===== config.mk =====
export PLATFORM = sky130hd
export DESIGN_NAME = display_scan_mux
export DESIGN_NICKNAME = d
export VERILOG_FILES = /design/src/rtl/display_scan_mux.sv
export SDC_FILE = /design/constraint.sdc
export NUM_CORES = 1
export LEC_CHECK = 0
export ABC_CLOCK_PERIOD_IN_PS = 3450
export CAP_MARGIN = 0
export CORE_MARGIN = 2
export CORE_UTILIZATION = 58
export DETAILED_ROUTE_END_ITERATION = 7
export PLACE_DENSITY = 0.95
export SLEW_MARGIN = 20
export SYNTH_ARGS = -nofsm -noshare
export SYNTH_HDL_FRONTEND = slang
export SYNTH_SLANG_ARGS = --single-unit

===== constraint.sdc =====
create_clock -name clk -period 3.45 [get_ports clk]
set_clock_uncertainty 0.15 [all_clocks]
set_input_delay 0.5175 -clock clk [delete_from_list [all_inputs] [get_ports clk]]
set_output_delay 0.5175 -clock clk [all_outputs]
set_load 0.02 [all_outputs]

===== src/rtl/display_scan_mux.sv =====
// display_scan_mux: time-multiplexed scan controller for a 4-digit
// common-anode 7-segment display. Holds a pending and an active copy of the
// displayed value. The active copy only changes at frame boundaries, so a
// frame never shows a mix of old and new digits. Each digit slot opens with
// a guard interval in which all anodes are off, to prevent ghosting.
module display_scan_mux #(
    parameter int DIV   = 50000,
    parameter int GUARD = 16
) (
    input  logic        clk,
    input  logic        rst,
    input  logic [15:0] value,
    input  logic        load,
    input  logic [3:0]  dp_in,
    input  logic        lzb,
    output logic [3:0]  nib,
    output logic [3:0]  an,
    output logic        dp_n,
    output logic        frame
);

    localparam int              CW        = (DIV > 1) ? $clog2(DIV) : 1;
    localparam logic [CW-1:0]   CNT_LAST  = CW'(DIV - 1);
    localparam logic [CW-1:0]   CNT_GUARD = CW'(GUARD);

    logic [CW-1:0] r_cnt;
    logic [1:0]    r_idx;
    logic [15:0]   r_pend_v;
    logic [3:0]    r_pend_dp;
    logic [15:0]   r_act_v;
    logic [3:0]    r_act_dp;

    logic          w_wrap;
    logic          w_boundary;
    logic          w_guard;
    logic          w_blank;
    logic [3:0]    w_blankable;

    assign w_wrap     = (r_cnt == CNT_LAST);
    assign w_boundary = w_wrap && (r_idx == 2'd3);
    assign w_guard    = (r_cnt < CNT_GUARD);

    // A digit may be blanked when it and every digit to its left hold zero
    // and none of those digits requests a decimal point.
    generate
        for (genvar gi = 0; gi < 4; gi++) begin : g_blankable
            assign w_blankable[gi] = (r_act_v[15:4*gi] == '0) &&
                                     (r_act_dp[3:gi] == '0);
        end
    endgenerate

    // Digit 0 always shows, even when the whole value is zero.
    assign w_blank = lzb && (r_idx != 2'd0) && w_blankable[r_idx];

    // Slot/digit counters and the frame-synchronous pending->active transfer.
    always_ff @(posedge clk) begin
        if (rst) begin
            r_cnt     <= '0;
            r_idx     <= 2'd0;
            r_pend_v  <= 16'h0000;
            r_pend_dp <= 4'h0;
            r_act_v   <= 16'h0000;
            r_act_dp  <= 4'h0;
        end else begin
            r_cnt <= w_wrap ? '0 : r_cnt + 1'b1;
            if (w_wrap) begin
                r_idx <= r_idx + 2'd1;
            end
            // On a boundary the active copy takes the pending contents held
            // before this edge; a coincident load waits one more frame.
            if (w_boundary) begin
                r_act_v  <= r_pend_v;
                r_act_dp <= r_pend_dp;
            end
            if (load) begin
                r_pend_v  <= value;
                r_pend_dp <= dp_in;
            end
        end
    end

    // Output decode from registered state. nib is presented for the whole
    // slot so the segment decoder settles before the anode turns on.
    always_comb begin
        nib   = r_act_v[{r_idx, 2'b00} +: 4];
        an    = 4'b1111;
        dp_n  = 1'b1;
        frame = w_boundary;
        if (!w_guard && !w_blank) begin
            an[r_idx] = 1'b0;
            dp_n      = ~r_act_dp[r_idx];
        end
    end

endmodule

==> impl_metrics.json, run 1 <==
{
  "avgViaCountPerCell": 6.022,
  "nNetsFinal": 340,
  "period_share_pct": 94.26,
  "holdWs_ns": 0.3159,
  "drtIter0Drc": 283,
  "htree_levels": 3,
  "worstPathArrival_ns": 2.58,
  "r2r_slack_ns": 1.26,
  "clkSlewWorstSetupHoldPaths_ns": 0.07,
  "cellLeakagePower_nw": 1.172,
  "clock-sinks": 58,
  "met2_usage_pct": 40.57,
  "grt_max_degree": 44,
  "clockBufferDepth": 2,
  "cap_violations": 0,
  "syn_nets": 310,
  "die_y_microns": 70.65,
  "detailedRoute.firstPassIterationCount": 4,
  "synth_seq_area_share_pct": 45.07,
  "hpwl_microns": 3783,
  "overflow": 0,
  "worstMarginPinSlew_ns": 0.4649,
  "via_count": 2216,
  "cp_max_fo": 21,
  "die_area_sq_um": 4991,
  "final_antenna_net_count": 0,
  "period_needed_ns": 3.252,
  "root_buffer": "clkbuf_8",
  "syn_to_final_growth_pct": 24.67,
  "drv_slew": 0,
  "clk_latency_ns": 0.34,
  "powerDensity_nw_per_um2": 514.3,
  "wl_microns": 5933,
  "route.detailed.drc": 0,
  "hold_violations": 0,
  "r2r_start": "r_cnt[12]",
  "crit_required_ns": 2.78,
  "max_freq_ghz": 0.3075,
  "antenna_found_initial": 0,
  "outcome": "completed",
  "drive_gt1_share_pct": 11.08,
  "drt-wirelength-per-cell_microns": 16.12,
  "io_pins": 34,
  "hold_path.class": "flop to flop",
  "num_rows": 24,
  "hp-start": "r_cnt[0]",
  "worstHoldEndpoint": "r_cnt[0]",
  "fin_ws_ns": 0.1979,
  "yosys_warnings": 0,
  "syn_area_per_cell_sq_um": 9.168,
  "syn-cell-area_sq_um": 2576,
  "grt_pass1_wl_microns": 9791,
  "tns_ns": 0,
  "relSlewSlack_pct": 69.01,
  "top_usage_layer": "met2",
  "first_global_vias": 2134,
  "cp-start-kind": "flop",
  "cts_setup_buffers": 0,
  "synthCells": 281,
  "core_area_sq_um": 4324,
  "rsz0062_at_grt": "no",
  "end_kind": "primary output",
  "hold_depth": 1,
  "criticalPathCategory": "flop to primary output",
  "antennaDiodeCount": 0,
  "gp_congestion": 0.8583,
  "ctsHoldBuffers": 0,
  "r2r_cells": 5,
  "grt.total_usage_pct": 24.66,
  "initial_core_util_pct": 59.58,
  "met1_usage_pct": 31.08,
  "die_x_microns": 70.65,
  "power_mw": 1.652,
  "cts_buffers": 9,
  "peakVddDrop_mv": 0.4241,
  "synth_seq_cells": 58,
  "r2r_end": "r_cnt[5]",
  "synth.distinct_cells": 31,
  "fillCellCount": 311,
  "place_ws_ns": 0.5060,
  "cts_tree": "done",
  "io_buffers": 33,
  "setup_viol": 0,
  "grt_use_met3_pct": 6.553,
  "finish.utilization_pct": 74.28
}
[critical path: stages (launching register included)]
cell	delay, ns
dfxtp_1	0.34
or4_4	0.58
or3_4	0.51
nor2_1	0.18
clkdlybuf4s50_1	0.63
[routing by layer]
metal  part of all wire [%]  vias to the layer above
met5                      0                        -
met4                    1.3                        0
met3                    5.9                        9
met2                     50                       73
met1                     43                     1068
li1                       -                     1066
[repair_timing]
item                       CTS  global route
hold endpoints to repair     0             0
setup endpoints to repair    0             3
resized for setup            0             2
[synthesized netlist by cell type (all sizes together)]
cell / n / area share [%]
dfxtp: 58 / 45
nor2: 43 / 6.6
o21ai: 25 / 5.0
nand4: 23 / 5.6
a21oi: 22 / 4.3
mux2i: 20 / 7.8
xnor2: 13 / 4.4
clkbuf: 12 / 1.7
buf: 8 / 2.0
nand3: 8 / 1.6
inv: 7 / 1.0
nand2: 6 / 0.87
nor4: 6 / 1.5
ha: 5 / 2.4
mux4: 5 / 4.4
nor3: 5 / 1.2
or4: 5 / 1.6
a21o: 3 / 0.87
or3: 3 / 0.97
a211oi: 1 / 0.29
a31oi: 1 / 0.24
nor4b: 1 / 0.34
xor2: 1 / 0.34
[worst max-delay path by stage]
stage | start | endpoint | slack, ns | depth (start not counted)
final | r_cnt[12] | frame | 0.20 | 4
after global routing | r_idx[1] | an[2] | 0.08 | 6
after CTS | r_idx[0] | an[2] | 0.13 | 6
after detailed placement | r_idx[0] | an[2] | 0.51 | 6
after global placement | lzb | an[1] | 0.57 | 5
after floorplan | r_idx[0] | an[1] | 0.88 | 6
[where the power goes]
part	total (mW)	internal (mW)	switching, mW
Sequential	0.697	0.687	0.0106
Clock	0.884	0.612	0.271
Combinational	0.0711	0.0413	0.0298
[state kept, by name, indices dropped and copies added, names as in the netlist]
| name | flops |
|---|---|
| r_act_dp | 4 |
| r_act_v | 16 |
| r_cnt | 16 |
| r_idx | 2 |
| r_pend_dp | 4 |
| r_pend_v | 16 |
[logic make-up (layout without fill, tap and decap cells)]
group | after synthesis | count (layout) | share of synthesized area, %
AOI/OAI and AO/OA | 52 | 52 | 10.69
and+or+nand+nor | 100 | 100 | 20.11
adders and majority gates | 5 | 5 | 2.428
xor gates and xnor gates | 14 | 14 | 4.760
DFF | 58 | 58 | 45.07
buffers and inverters | 27 | 62 | 4.808
muxes | 25 | 25 | 12.14
[cell usage in the layout, fill, tap and decap left out, drive strengths merged, types with 7 or more instances in the layout]
master         netlist  routed
clkbuf              12      12
inv                  7       7
dfxtp               58      58
clkdlybuf4s50        0      33
o21ai               25      25
xnor2               13      13
a21oi               22      22
nor2                43      43
mux2i               20      20
nand3                8       8
nand4               23      23
[metrics by stage]
stage | cell area (sq um) | std cells
after floorplan | 2576 | 281
after global placement | 2919 | 352
after detailed placement | 2919 | 352
after CTS | 3204 | 368
after global routing | 3212 | 368
final | 3212 | 368
[layout make-up]
type	count	area [sq um]	area share, %
clock buffer	12	165.2	5.142
clock inverter	4	120.1	3.740
inverter	7	26.28	0.8181
multi-input combinational	196	1297	40.40
sequential	58	1162	36.19
tap	52	65.06	2.026
timing repair buffer	39	375.4	11.69
Power figures use the tool's default switching activity.
==> run 2, diff against run 1 <==
- CAP_MARGIN: 0 -> 10
- CORE_UTILIZATION: 58 -> 40
- PLACE_DENSITY: 0.95 -> 0.73
==> run 2 against run 1 <==
  * Sequential share of layout area increased by 0.27 points
  * Clock power decreased by 23%
  * Largest cell class unchanged
  * Routed wire length decreased by 7.5%
  * Highest routed layer unchanged
  * Count of clock-buffer cells in the layout increased by 2
  * Critical path depth increased by 1
  * Via count decreased by 4.7%
  * Worst hold slack got worse by 0.0047 ns
  * Combinational power decreased by 1%
  * Critical path type unchanged
  * Worst setup slack got worse by 0.041 ns
==> impl_metrics.json, run 2 (synthesis gave the netlist of run 1 again) <==
{
  "outcome": "completed",
  "setup_viol": 0,
  "rsz0062_at_grt": "no",
  "combPwrFrac_pct": 4.9,
  "fin_ws_ns": 0.1573,
  "die_y_microns": 84.26,
  "drt-wirelength-per-cell_microns": 13.90,
  "r2r_cells": 5,
  "cp_slowest_stage_delay_ns": 0.65,
  "final_area_sq_um": 3184,
  "antenna_found_initial": 0,
  "num_rows": 29,
  "wl_microns": 5490,
  "die_area_sq_um": 7099,
  "cts_setup_buffers": 0,
  "hpwl_microns": 3740,
  "r2r_end": "r_cnt[6]",
  "cp-start-kind": "flop",
  "cts_tree": "done",
  "hold_violations": 0,
  "htree_levels": 3,
  "switchingPower_mw": 0.2886,
  "grt_pass1_wl_microns": 9183,
  "via_count": 2112,
  "drive_gt1_share_pct": 10.06,
  "r2r_slack_ns": 1.27,
  "tns_ns": 0,
  "relSlewSlack_pct": 68.62,
  "cts_buffers": 9,
  "cellLeakagePower_nw": 1.143,
  "syn_to_final_growth_pct": 23.60,
  "core_area_sq_um": 6277,
  "hold_path.class": "flop to flop",
  "nNetsFinal": 342,
  "worstPathArrival_ns": 2.63,
  "hp-start": "r_cnt[0]",
  "root_buffer": "clkbuf_8",
  "endpoint": "an[3]",
  "mostFrequentLayoutCells": "58 x dfxtp_1, 42 x nor2_1, 33 x clkdlybuf4s50_1",
  "clock-sinks": 58,
  "slowest_stage": "clkdlybuf4s50_1",
  "largestRegisters": "r_act_v: 16 flops, r_cnt: 16 flops, r_pend_v: 16 flops",
  "drv_slew": 0,
  "clkSlewWorstSetupHoldPaths_ns": 0.06,
  "p_int_mw": 1.156,
  "crit_required_ns": 2.78,
  "clockPowerShare_pct": 46.9,
  "cp_max_fo": 4,
  "io_pins": 34,
  "drtIter0Drc": 134,
  "io_buffers": 33,
  "initial_core_util_pct": 41.04,
  "max_freq_ghz": 0.3037,
  "multi_input_area_sq_um": 1297,
  "end_kind": "primary output",
  "powerDensity_nw_per_um2": 453.6,
  "die_x_microns": 84.26,
  "grt.total_usage_pct": 16.27,
  "startpoint": "r_cnt[12]",
  "grt_max_degree": 45,
  "clockBufferDepth": 2,
  "criticalPathCategory": "flop to primary output",
  "gp_congestion": 0.7948,
  "final_antenna_net_count": 0,
  "avgViaCountPerCell": 5.347,
  "final_common_cell": "dfxtp_1",
  "period_needed_ns": 3.293,
  "cap_violations": 0,
  "hold_depth": 1,
  "worstMarginPinSlew_ns": 0.4706,
  "seq_area_sq_um": 1161,
  "p_sw_share_pct": 19.98,
  "clk_latency_ns": 0.33,
  "place_ws_ns": 0.5015,
  "path_cells": "or4_4, nor4_2, a211oi_1, o21ai_0, clkdlybuf4s50_1",
  "pwr-share-seq_pct": 48.2,
  "detailedRoute.firstPassIterationCount": 4,
  "peakVddDrop_mv": 0.2366,
  "first_global_vias": 1919,
  "r2r_start": "r_cnt[12]",
  "post_dp_cell_area_sq_um": 2965,
  "overflow": 0,
  "antennaDiodeCount": 0,
  "route.detailed.drc": 0,
  "period_share_pct": 95.44,
  "fillCellCount": 578
}
==> run 2: power groups by stage <==
stage                     sequential [mW]  combinational, mW  clock, mW
final                               0.696             0.0701      0.678
after global routing                0.698             0.0769      0.721
after CTS                           0.697             0.0715      0.690
after detailed placement            0.711             0.0711          0
after global placement              0.711             0.0696          0
after floorplan                     0.708             0.0383          0
==> run 2: what timing repair did <==
action / CTS / global route
gates resized for setup: 0 / 1
endpoints found under the hold margin: 0 / 0
setup endpoints to repair: 0 / 2
hold buffers: 0 / 0
==> run 2: worst max-delay path, delay by kind of cell, from the launching register on <==
kind	cells	cell delay [ns]
AO/OA/AOI/OAI	2	0.38
AND/OR/NAND/NOR	2	0.91
buffers and inverters	1	0.65
flip-flops	1	0.34
==> run 2: cell type report <==
cell class                 instances  area share (%)
clock inverter                     2           1.886
tap                               77           3.026
multi-input combinational        196           40.75
sequential                        58           36.46
clock buffer                      14           4.794
timing repair buffer              41           12.26
inverter                           7          0.8251
==> run 2: worst min-delay path by stage <==
stage,end,slack [ns]
2_1_floorplan,r_cnt[0],0.28
4_1_cts,r_cnt[0],0.32
3_3_place_gp,r_cnt[0],0.29
5_1_grt,r_act_v[3],0.34
6_report,r_cnt[0],0.31
3_5_place_dp,r_cnt[0],0.31
==> run 2: layer usage <==
layer,up-vias,share of wire [%],track usage [%]
met3,9,3.8,4.720
met2,42,46,25.18
li1,1075,-,-
met4,0,1.8,7.478
met5,-,0,0
met1,986,48,21.00
==> run 2: through the flow <==
step / instances / total power [mW] / hold WS (ns) / util (%)
finish: 395 / 1.444 / 0.3111 / 50.73
global placement: 379 / 0.7802 / 0.2937 / 47.24
CTS: 395 / 1.458 / 0.3211 / 50.63
floorplan: 281 / 0.7468 / 0.2795 / -
detailed placement: 379 / 0.7823 / 0.3070 / 47.24
global route: 395 / 1.496 / 0.3431 / 50.73
